==> src/rtl/ppi_ctrl_if.sv <==
// CPU bus, peripheral handshake and slice-control bundle for the PPI control unit.
// The master side is the CPU/peripheral environment; the slave side is ppi_ctrl.
interface ppi_ctrl_if #(
  parameter int ADDR_W = 2
);
  logic              cs;
  logic              rd;
  logic              wr;
  logic [ADDR_W-1:0] addr;
  logic [7:0]        din;
  logic              stb_a;
  logic              ack_a;
  logic              a_mode;
  logic              a_en;
  logic              b_mode;
  logic              b_en;
  logic              a_capture;
  logic [7:0]        pc_out;
  logic [7:0]        pc_oe;
  logic              intr_a;
  logic              ovr_a;

  modport master (
    output cs, rd, wr, addr, din, stb_a, ack_a,
    input  a_mode, a_en, b_mode, b_en, a_capture, pc_out, pc_oe, intr_a, ovr_a
  );

  modport slave (
    input  cs, rd, wr, addr, din, stb_a, ack_a,
    output a_mode, a_en, b_mode, b_en, a_capture, pc_out, pc_oe, intr_a, ovr_a
  );
endinterface

==> src/rtl/ppi_ctrl.sv <==
// 8255-style PPI control unit: bus decode, control word / BSR handling,
// port C output latch and the port A mode-1 strobed handshake.
module ppi_ctrl #(
  parameter logic [7:0] CW_RESET = 8'h9B,
  parameter int         ADDR_W   = 2
) (
  input logic       clk,
  input logic       reset,
  ppi_ctrl_if.slave bus
);

  typedef enum logic [2:0] {
    IDLE,
    STROBED,
    FULL,
    READING,
    WRITING,
    OBF,
    ACKED
  } hs_state_t;

  hs_state_t         state;
  logic [7:0]        cw;
  logic [7:0]        pc_latch;
  logic [7:0]        din_s;
  logic [ADDR_W-1:0] addr_s;
  logic              cs_s;
  logic              rd_s, rd_p, wr_s, wr_p;
  logic              stb_s, stb_p, ack_s, ack_p;
  logic              ibf, obf, intr, inte, ovr, cap;

  // Bus qualifiers travel with the strobes so an edge is judged against the
  // chip select and address that were present when it happened.
  always_ff @(posedge clk or posedge reset) begin
    if (reset) begin
      cs_s   <= 1'b0;
      addr_s <= '0;
      din_s  <= 8'h00;
      rd_s   <= 1'b0;
      rd_p   <= 1'b0;
      wr_s   <= 1'b0;
      wr_p   <= 1'b0;
      stb_s  <= 1'b0;
      stb_p  <= 1'b0;
      ack_s  <= 1'b0;
      ack_p  <= 1'b0;
    end else begin
      cs_s   <= bus.cs;
      addr_s <= bus.addr;
      din_s  <= bus.din;
      rd_s   <= bus.rd;
      rd_p   <= rd_s;
      wr_s   <= bus.wr;
      wr_p   <= wr_s;
      stb_s  <= bus.stb_a;
      stb_p  <= stb_s;
      ack_s  <= bus.ack_a;
      ack_p  <= ack_s;
    end
  end

  logic       rd_rise, rd_fall, wr_rise, wr_fall;
  logic       stb_rise, stb_fall, ack_rise, ack_fall;
  logic       sel_a, sel_ctl, mode1, a_in;
  logic       cw_set, bsr, bsr_inte;
  logic [2:0] bsr_bit;

  assign rd_rise  = cs_s & rd_s & ~rd_p;
  assign rd_fall  = cs_s & ~rd_s & rd_p;
  assign wr_rise  = cs_s & wr_s & ~wr_p;
  assign wr_fall  = cs_s & ~wr_s & wr_p;
  assign stb_rise = stb_s & ~stb_p;
  assign stb_fall = ~stb_s & stb_p;
  assign ack_rise = ack_s & ~ack_p;
  assign ack_fall = ~ack_s & ack_p;

  assign sel_a    = (addr_s == '0);
  assign sel_ctl  = (addr_s == {ADDR_W{1'b1}});
  assign mode1    = (cw[6:5] == 2'b01);
  assign a_in     = cw[4];
  assign cw_set   = wr_rise & sel_ctl & din_s[7] & ~din_s[6];
  assign bsr      = wr_rise & sel_ctl & ~din_s[7];
  assign bsr_bit  = din_s[3:1];
  // In mode 1 the handshake input pin (PC4 or PC6) doubles as the INTE flag.
  assign bsr_inte = mode1 & (a_in ? (bsr_bit == 3'd4) : (bsr_bit == 3'd6));

  // A control write overrides everything, including a handshake in flight.
  always_ff @(posedge clk or posedge reset) begin
    if (reset) begin
      cw       <= CW_RESET;
      pc_latch <= 8'h00;
      state    <= IDLE;
      ibf      <= 1'b0;
      obf      <= 1'b0;
      intr     <= 1'b0;
      inte     <= 1'b0;
      ovr      <= 1'b0;
      cap      <= 1'b0;
    end else begin
      cap <= 1'b0;
      if (cw_set) begin
        cw       <= din_s;
        pc_latch <= 8'h00;
        state    <= IDLE;
        ibf      <= 1'b0;
        obf      <= 1'b0;
        intr     <= 1'b0;
        inte     <= 1'b0;
        ovr      <= 1'b0;
      end else begin
        if (bsr) begin
          if (bsr_inte) inte <= din_s[0];
          else          pc_latch[bsr_bit] <= din_s[0];
        end
        if (!mode1) begin
          state <= IDLE;
          intr  <= 1'b0;
        end else begin
          case (state)
            IDLE: begin
              if (a_in && stb_rise) begin
                cap   <= 1'b1;
                ibf   <= 1'b1;
                state <= STROBED;
              end else if (!a_in && wr_rise && sel_a) begin
                intr  <= 1'b0;
                state <= WRITING;
              end
            end
            STROBED: begin
              if (stb_fall) begin
                intr  <= inte;
                state <= FULL;
              end
            end
            FULL: begin
              if (stb_rise) ovr <= 1'b1;
              if (rd_rise && sel_a) begin
                intr  <= 1'b0;
                state <= READING;
              end
            end
            READING: begin
              if (rd_fall && sel_a) begin
                ibf   <= 1'b0;
                state <= IDLE;
              end
            end
            WRITING: begin
              if (wr_fall && sel_a) begin
                obf   <= 1'b1;
                state <= OBF;
              end
            end
            OBF: begin
              if (ack_rise) begin
                obf   <= 1'b0;
                state <= ACKED;
              end else if (wr_rise && sel_a) begin
                state <= WRITING;
              end
            end
            ACKED: begin
              if (ack_fall) begin
                intr  <= inte;
                state <= IDLE;
              end
            end
            default: state <= IDLE;
          endcase
        end
      end
    end
  end

  assign bus.a_mode    = cw[4];
  assign bus.b_mode    = cw[1];
  assign bus.a_en      = bus.cs & (bus.addr == '0) & (cw[4] ? bus.rd : bus.wr);
  assign bus.b_en      = bus.cs & (bus.addr == ADDR_W'(1)) & (cw[1] ? bus.rd : bus.wr);
  assign bus.a_capture = cap;
  assign bus.intr_a    = intr;
  assign bus.ovr_a     = ovr;

  // Handshake bits replace latch bits in mode 1; everything else stays mode-0.
  always_comb begin
    bus.pc_out = pc_latch;
    bus.pc_oe  = {{4{~cw[3]}}, {4{~cw[0]}}};
    if (mode1) begin
      bus.pc_out[3] = intr;
      bus.pc_oe[3]  = 1'b1;
      if (a_in) begin
        bus.pc_out[5] = ibf;
        bus.pc_oe[5]  = 1'b1;
        bus.pc_oe[4]  = 1'b0;
      end else begin
        bus.pc_out[7] = obf;
        bus.pc_oe[7]  = 1'b1;
        bus.pc_oe[6]  = 1'b0;
      end
    end
  end

endmodule
==> src/flat_wrapper.sv <==
// flat-port wrapper written by rule: the top's interface ports become plain ports
module ppi_ctrl_flat 
#(
  parameter logic [7:0] CW_RESET = 8'h9B,
  parameter int         ADDR_W   = 2
)
  (clk, reset, bus_cs, bus_rd, bus_wr, bus_addr, bus_din, bus_stb_a, bus_ack_a, bus_a_mode, bus_a_en, bus_b_mode, bus_b_en, bus_a_capture, bus_pc_out, bus_pc_oe, bus_intr_a, bus_ovr_a);
  ppi_ctrl_if #(.ADDR_W(ADDR_W)) bus_i ();
  input logic clk;
  input logic reset;
  input wire logic [$bits(bus_i.cs)-1:0] bus_cs;
  input wire logic [$bits(bus_i.rd)-1:0] bus_rd;
  input wire logic [$bits(bus_i.wr)-1:0] bus_wr;
  input wire logic [$bits(bus_i.addr)-1:0] bus_addr;
  input wire logic [$bits(bus_i.din)-1:0] bus_din;
  input wire logic [$bits(bus_i.stb_a)-1:0] bus_stb_a;
  input wire logic [$bits(bus_i.ack_a)-1:0] bus_ack_a;
  output wire logic [$bits(bus_i.a_mode)-1:0] bus_a_mode;
  output wire logic [$bits(bus_i.a_en)-1:0] bus_a_en;
  output wire logic [$bits(bus_i.b_mode)-1:0] bus_b_mode;
  output wire logic [$bits(bus_i.b_en)-1:0] bus_b_en;
  output wire logic [$bits(bus_i.a_capture)-1:0] bus_a_capture;
  output wire logic [$bits(bus_i.pc_out)-1:0] bus_pc_out;
  output wire logic [$bits(bus_i.pc_oe)-1:0] bus_pc_oe;
  output wire logic [$bits(bus_i.intr_a)-1:0] bus_intr_a;
  output wire logic [$bits(bus_i.ovr_a)-1:0] bus_ovr_a;
  assign bus_i.cs = bus_cs;
  assign bus_i.rd = bus_rd;
  assign bus_i.wr = bus_wr;
  assign bus_i.addr = bus_addr;
  assign bus_i.din = bus_din;
  assign bus_i.stb_a = bus_stb_a;
  assign bus_i.ack_a = bus_ack_a;
  assign bus_a_mode = bus_i.a_mode;
  assign bus_a_en = bus_i.a_en;
  assign bus_b_mode = bus_i.b_mode;
  assign bus_b_en = bus_i.b_en;
  assign bus_a_capture = bus_i.a_capture;
  assign bus_pc_out = bus_i.pc_out;
  assign bus_pc_oe = bus_i.pc_oe;
  assign bus_intr_a = bus_i.intr_a;
  assign bus_ovr_a = bus_i.ovr_a;
  ppi_ctrl #(.CW_RESET(CW_RESET), .ADDR_W(ADDR_W)) u_core (.clk(clk), .reset(reset), .bus(bus_i));
endmodule
==> config.mk <==
export PLATFORM = sky130hd
export DESIGN_NAME = ppi_ctrl_flat
export DESIGN_NICKNAME = d
export VERILOG_FILES = /design/src/rtl/ppi_ctrl_if.sv /design/src/rtl/ppi_ctrl.sv /design/src/flat_wrapper.sv
export SDC_FILE = /design/constraint.sdc
export NUM_CORES = 1
export LEC_CHECK = 0
export CAP_MARGIN = 10
export CORE_MARGIN = 2
export CORE_UTILIZATION = 50
export CTS_CLUSTER_DIAMETER = 80
export DETAILED_ROUTE_END_ITERATION = 12
export HOLD_SLACK_MARGIN = 0.06
export PLACE_DENSITY = 0.78
export SLEW_MARGIN = 40
export SYNTH_ARGS = -nofsm -noshare
export SYNTH_HDL_FRONTEND = slang
export SYNTH_SLANG_ARGS = --single-unit
export TNS_END_PERCENT = 1
==> constraint.sdc <==
create_clock -name clk -period 2.3 [get_ports clk]
set_clock_uncertainty 0.15 [all_clocks]
set_input_delay 0.575 -clock clk [delete_from_list [all_inputs] [get_ports clk]]
set_output_delay 0.575 -clock clk [all_outputs]
set_load 0.02 [all_outputs]
==> results of run 1 <==
[worst register-to-register path, stage by stage (launching register included)]
cell and delay (ns):
dfstp_2 0.61, buf_4 0.17, xnor2_1 0.14, nor4_2 0.09, a2111oi_4 0.35, o21ai_0 0.22
a32o_1 0.25
[where the power goes]
| group | internal [mW] | switching [mW] |
|---|---|---|
| Combinational | 0.126 | 0.145 |
| Sequential | 0.781 | 0.0355 |
| Clock | 0.241 | 0.239 |
[worst max path at each step]
stage | start | to | slack, ns | depth (start not counted)
after detailed placement | bus_wr | bus_b_en | -0.47 | 4
final | bus_addr[1] | bus_a_en | 0.07 | 3
after global placement | bus_rd | bus_b_en | -0.47 | 4
after floorplan | u_core.cw[4]$_DFFE_PP1P_ | bus_a_en | 0.09 | 3
after CTS | bus_rd | bus_b_en | -0.16 | 4
after global routing | u_core.cw[5]$_DFFE_PP0P_ | bus_pc_out[3] | 0.007 | 5
[cells in the mapped netlist]
cell type	count	area, um^2
a32o_1	3	30.0
a211o_1	1	8.76
a21o_1	1	7.51
dfrtp_1	38	951
nor4_2	1	12.5
o32a_1	1	10.0
o2bb2ai_1	5	43.8
mux2_2	5	56.3
nand4_1	1	6.26
mux2i_1	4	40.0
a41oi_1	1	8.76
a31oi_1	1	6.26
a311oi_1	1	8.76
nor4_1	2	12.5
xnor2_1	1	8.76
nor2b_1	7	43.8
a2111oi_2	1	15.0
nor3b_2	1	12.5
a2111oi_4	1	27.5
o2111ai_1	1	8.76
nor2_1	19	71.3
nand4_2	1	12.5
dfstp_2	4	105
nand2b_1	7	43.8
nand4b_1	1	8.76
buf_2	2	10.0
clkbuf_1	6	22.5
nand3b_1	2	15.0
a21oi_1	5	25.0
nand3_1	6	30.0
a22o_1	3	26.3
or2_2	1	6.26
and2_1	1	6.26
nor4b_1	1	8.76
buf_4	7	52.6
nor4bb_1	1	10.0
nor3_1	2	10.0
a2111o_1	1	11.3
nand2_1	19	71.3
o21ai_0	19	95.1
inv_1	7	26.3
o41ai_2	1	16.3
or3b_1	2	17.5
[metal layers]
layer  share of wire (%)  GRT usage, %  vias up  wire (um)
met3                 5.7          3.50        5        235
met4                 1.1          7.40        0         46
met5                   0             0        -          0
li1                    -             -      769          -
met1                  45          27.6      768       1870
met2                  48          32.7       53       2000
[repair_timing]
action,in CTS,in global routing
setup endpoints to repair,11,6
gates resized for setup,22,11
hold endpoints to repair,0,0
pin swaps,0,1
setup buffers,0,1
[kinds of logic after synthesis]
kind of cell	share of synthesized area, %
AND/OR/NAND/NOR	19.8
AO/OA/AOI/OAI	17.3
flip-flops	52.3
buffers and inverters	5.51
multiplexers	4.77
XOR/XNOR	0.434
[area by class of cell]
type	count	area share, %
repair buffers	50	17.9
clock inverters	2	0.489
flip-flops and latches	42	41.3
well taps	50	2.44
clock buffers	6	3.23
multi-input cells	131	33.7
inverters	7	1.03
[flip-flops by register name, summed over array words and instances, names as in the netlist, 2 cells and up]
register         cells
u_core.addr_s        2
u_core.cw            6
u_core.din_s         8
u_core.pc_latch      8
u_core.state         3
==> run_results.csv, run 1 <==
group,metric,value,unit
synth,synth_fp_nets,212,
routing,drc_errors,0,
clock_network,cts_tree,"done",
timing,relSlewSlack,62.7,%
grt,overflow,0,
finish,final_util,64.9,%
placed_design,gp_congestion,0.859,
clock_network,ctsHoldBuffers,0,
routing,ant_nets,0,
synth,synth_cell_types,43,
synth,syn_inst,195,
setup_path,arrival,1.50,ns
synth,seq_area_frac_synth,52.3,%
routing,first_pass_iters,4,
pwr,p_leak,1.10,nW
synth,synth_area,2020,um^2
grt,grt_pass1_wl,6.89,mm
finish,multiInputGateArea,862,um^2
setup_path,rrSetupSlack,0.21,ns
grt,grt_max_degree,43,
setup_path,cp_max_fo,3,
setup_path,worstSetupPathType,"primary input to output port",
finish,design_area,2560,um^2
hold_path,whs_endpoint,"u_core.wr_p$_DFF_PP0_",
timing,rsz0062_at_grt,"no",
placed_design,dp_slack,-0.474,ns
clock_network,cts_buffers,5,
placed_design,hpwl,3.12,mm
pwr,cellPowerDensity,612,nW/um^2
setup_path,critPathTopFamily,"buffers and inverters",
timing,tns,0,ns
synth,synth_seq_cells,42,
finish,seqCellArea,1060,um^2
grt,grt_pass1_vias,1503,
hold_path,min_path_cells,0,
pwr,finalPower,1.57,mW
timing,finalSetupViolCount,0,
finish,fin_nets,254,
finish,layout-drive-gt1-share,17.6,%
setup_path,rr_worst_depth,6,
finish,layout_common_cells,"38 x dfrtp_1, 25 x clkdlybuf4s50_1, 19 x nand2_1, 19 x o21ai_0, 18 x nor2_1",
clock_network,htree_num_levels,2,
setup_path,r2r-start,"u_core.cw[4]$_DFFE_PP1P_",
placed_design,io_buffer_count,39,
timing,final-max-slew-violation-count,0,
placed_design,dpl_cell_area,2480,um^2
pwr,vdd_drop_max,0.466,mV
hold_path,min_from,"u_core.wr_s$_DFF_PP0_",
run,cap_violations,0,
die,dieWidth,67.6,um
finish,fill_cells,332,
timing,fin_ws,0.0711,ns
setup_path,worstPathRequired,1.57,ns
outcome,status,"complete, no violations",
die,dieHeight,67.6,um
clock_network,path_clk_slew,0.07,ns
setup_path,crit_slowest_cell,"clkdlybuf4s50_1",
clock_network,clkSinkCount,42,
clock_network,clk_path_buf_depth,2,
finish,mostFrequentLayoutCell,"dfrtp_1",
die,boundaryPins,40,
hold_path,hold_path.class,"flop to flop",
placed_design,place_inst,279,
routing,viasPerCell,5.54,
clock_network,cts_root_buffer,"clkbuf_8",
setup_path,slowest_delay,0.46,ns
clock_network,worst_skew_pair.late_latency,0.29,ns
routing,drtIter0Drc,104,
timing,fmax,449,MHz
finish,synthToLayoutAreaGrowth,26.7,%
setup_path,cp-end-kind,"output port",
finish,diodes,0,
timing,timing.hold.ws,0.241,ns
timing,finalCritPeriodShare,96.9,%
die,start_util,51.3,%
setup_path,cp-start-kind,"primary input",
grt,grtUsageTotal,20.3,%
grt,antenna_found_initial,0,
synth,ys_warn_count,0,
routing,wirelength,4.15,mm
timing,hold_viol,0,
setup_path,worstReg2RegEnd,"u_core.pc_latch[7]$_DFFE_PP0P_",
synth,syn_avg_cell_area,10.4,um^2
die,core,3940,um^2
timing,tightest_slew,0.559,ns
routing,num_vias,1595,
routing,post_drt_wl_per_cell,14.4,um
finish,final_cells,288,
setup_path,path_buf_inv,2,
die,die_area,4570,um^2
timing,layout_min_cycle_time,2.23,ns
setup_path,path_cells,"clkdlybuf4s50_1, nor4b_2, buf_2",
die,placementRows,23,
No activity file was read; power rests on OpenSTA's default activity.
==> inputs of run 2 (changes only) <==
- CORE_ASPECT_RATIO: not set -> 2
- TNS_END_PERCENT: 1 -> 20
==> run_results.csv, run 2 (synthesis results as in run 1) <==
group,metric,value,unit
setup_path,cp_max_fo,3,
grt,grtUsageTotal,22.3,%
setup_path,path_buf_inv,2,
die,dieHeight,93.9,um
routing,drtIter0Drc,17,
clock_network,clkSinkCount,42,
finish,fill_cells,345,
grt,grt_pass1_vias,1612,
routing,post_drt_wl_per_cell,15.3,um
setup_path,path_cells,"clkdlybuf4s50_1, nor4bb_1, buf_2",
setup_path,crit_slowest_cell,"clkdlybuf4s50_1",
placed_design,hpwl,3.50,mm
timing,layout_min_cycle_time,2.26,ns
placed_design,gp_congestion,0.865,
pwr,switchingPower,0.421,mW
setup_path,startpoint,"bus_cs",
finish,diodes,0,
timing,final-max-slew-violation-count,0,
setup_path,arrival,1.53,ns
outcome,status,"complete, no violations",
timing,tightest_slew,0.520,ns
timing,fmax,443,MHz
die,dieWidth,49.0,um
setup_path,r2r-start,"u_core.cw[4]$_DFFE_PP1P_",
setup_path,cp-start-kind,"primary input",
setup_path,slowest_delay,0.49,ns
timing,finalCritPeriodShare,98.3,%
clock_network,cts_tree,"done",
routing,viasPerCell,5.45,
die,placementRows,32,
setup_path,worstPathRequired,1.57,ns
placed_design,dp_slack,-0.533,ns
placed_design,io_buffer_count,39,
timing,relSlewSlack,65.4,%
placed_design,dpl_cell_area,2520,um^2
grt,grt_pass1_wl,7.74,mm
setup_path,worstReg2RegEnd,"u_core.pc_latch[2]$_DFFE_PP0P_",
routing,first_pass_iters,4,
setup_path,rr_worst_depth,6,
finish,reg.largest.list,"u_core.din_s x8, u_core.pc_latch x8, u_core.cw x6",
finish,fin_nets,259,
clock_network,htree_num_levels,2,
pwr,switching_share,25.4,%
hold_path,hold_path.class,"flop to flop",
setup_path,cp-end-kind,"output port",
finish,multiInputGateArea,862,um^2
finish,design_area,2590,um^2
grt,grt_max_degree,43,
clock_network,clk_path_buf_depth,2,
pwr,pwr-share-seq,49.3,%
routing,wirelength,4.50,mm
clock_network,path_clk_slew,0.08,ns
finish,seqCellArea,1060,um^2
die,core,3880,um^2
finish,synthToLayoutAreaGrowth,28.2,%
routing,num_vias,1602,
routing,drc_errors,0,
clock_network,worst_skew_pair.late_latency,0.29,ns
setup_path,rrSetupSlack,0.23,ns
grt,antenna_found_initial,0,
timing,finalSetupViolCount,0,
pwr,vdd_drop_max,0.485,mV
pwr,p_clk_share,34.0,%
finish,layout_common_cells,"38 x dfrtp_1, 26 x clkdlybuf4s50_1, 19 x nand2_1, 19 x o21ai_0, 18 x nor2_1",
pwr,p_comb_share,16.7,%
setup_path,worstSetupPathType,"primary input to output port",
setup_path,cp_num_cells,3,
die,boundaryPins,40,
timing,hold_viol,0,
setup_path,critPathTopFamily,"buffers and inverters",
routing,ant_nets,0,
run,cap_violations,0,
clock_network,cts_root_buffer,"clkbuf_8",
pwr,p_leak,1.12,nW
pwr,intPower,1.24,mW
clock_network,cts_buffers,5,
finish,mostFrequentLayoutCell,"dfrtp_1",
timing,rsz0062_at_grt,"yes",
grt,overflow,0,
setup_path,critPathCapture,"bus_b_en",
die,start_util,52.0,%
finish,layout-drive-gt1-share,19.3,%
die,die_area,4600,um^2
pwr,cellPowerDensity,639,nW/um^2
timing,fin_ws,0.0402,ns
==> run 2: cell count changes in the layout (fill, tap and decap cells not counted), sizes merged <==
cell | previous run | this run
buf | 15 | 20
clkbuf | 7 | 10
dlygate4sd2 | 6 | 3
bufinv | 0 | 1
clkdlybuf4s15 | 1 | 2
clkdlybuf4s50 | 25 | 26
clkinv | 1 | 0
clkinvlp | 1 | 0
dlymetal6s2s | 2 | 1
==> run 2: per-stage QoR <==
stage / hold slack [ns] / std cells / utilization (%) / TNS [ns] / total power, mW
after floorplan: 0.216 / 195 / - / 0 / 0.982
after global placement: 0.229 / 286 / 64.8 / -0.904 / 1.12
after detailed placement: 0.241 / 286 / 64.8 / -0.986 / 1.13
after CTS: 0.258 / 294 / 67.0 / -0.0517 / 1.67
after global routing: 0.270 / 294 / 66.7 / -0.0673 / 1.72
final: 0.254 / 294 / 66.7 / 0 / 1.66
==> run 2: routing by layer <==
metal  track usage (%)  vias to the layer above  share of wire (%)  wire [um]
met2              40.5                       39                 57       2550
met5                 0                        -                  0          0
met3              2.39                        9                2.4        106
met1              24.9                      773                 39       1740
li1                  -                      781                  -          -
met4              12.4                        0                2.3        103
==> run 2: power groups by stage <==
| stage | Combinational (mW) | Clock [mW] | Sequential (mW) |
|---|---|---|---|
| after global placement | 0.291 | 0 | 0.830 |
| after CTS | 0.282 | 0.570 | 0.817 |
| after detailed placement | 0.297 | 0 | 0.831 |
| after floorplan | 0.161 | 0 | 0.822 |
| final | 0.277 | 0.562 | 0.817 |
| after global routing | 0.302 | 0.600 | 0.823 |
==> run 2: cell type report <==
type	count	area share (%)
clock buffer	7	2.95
clock inverter	1	1.16
inverter	7	1.01
multi-input combinational	131	33.3
sequential	42	40.8
tap	51	2.46
timing repair buffer	55	18.4
==> run 2: worst min-delay path by stage <==
stage | slack, ns | end | cells past startpoint | start
after floorplan | 0.22 | u_core.wr_p$_DFF_PP0_ | 0 | u_core.wr_s$_DFF_PP0_
after global placement | 0.23 | u_core.rd_p$_DFF_PP0_ | 0 | u_core.rd_s$_DFF_PP0_
after detailed placement | 0.24 | u_core.ack_p$_DFF_PP0_ | 0 | u_core.ack_s$_DFF_PP0_
after CTS | 0.26 | u_core.ack_p$_DFF_PP0_ | 0 | u_core.ack_s$_DFF_PP0_
after global routing | 0.27 | u_core.ack_p$_DFF_PP0_ | 0 | u_core.ack_s$_DFF_PP0_
final | 0.25 | u_core.ack_p$_DFF_PP0_ | 0 | u_core.ack_s$_DFF_PP0_
==> run 2: what timing repair did <==
item | in CTS | in global routing
setup endpoints to repair | 11 | 8
hold buffers | 0 | 0
buffers inserted | 0 | 0
cloned | 0 | 0
gates resized for setup | 27 | 11
endpoints found under the hold margin | 0 | 0
pin swaps | 0 | 2
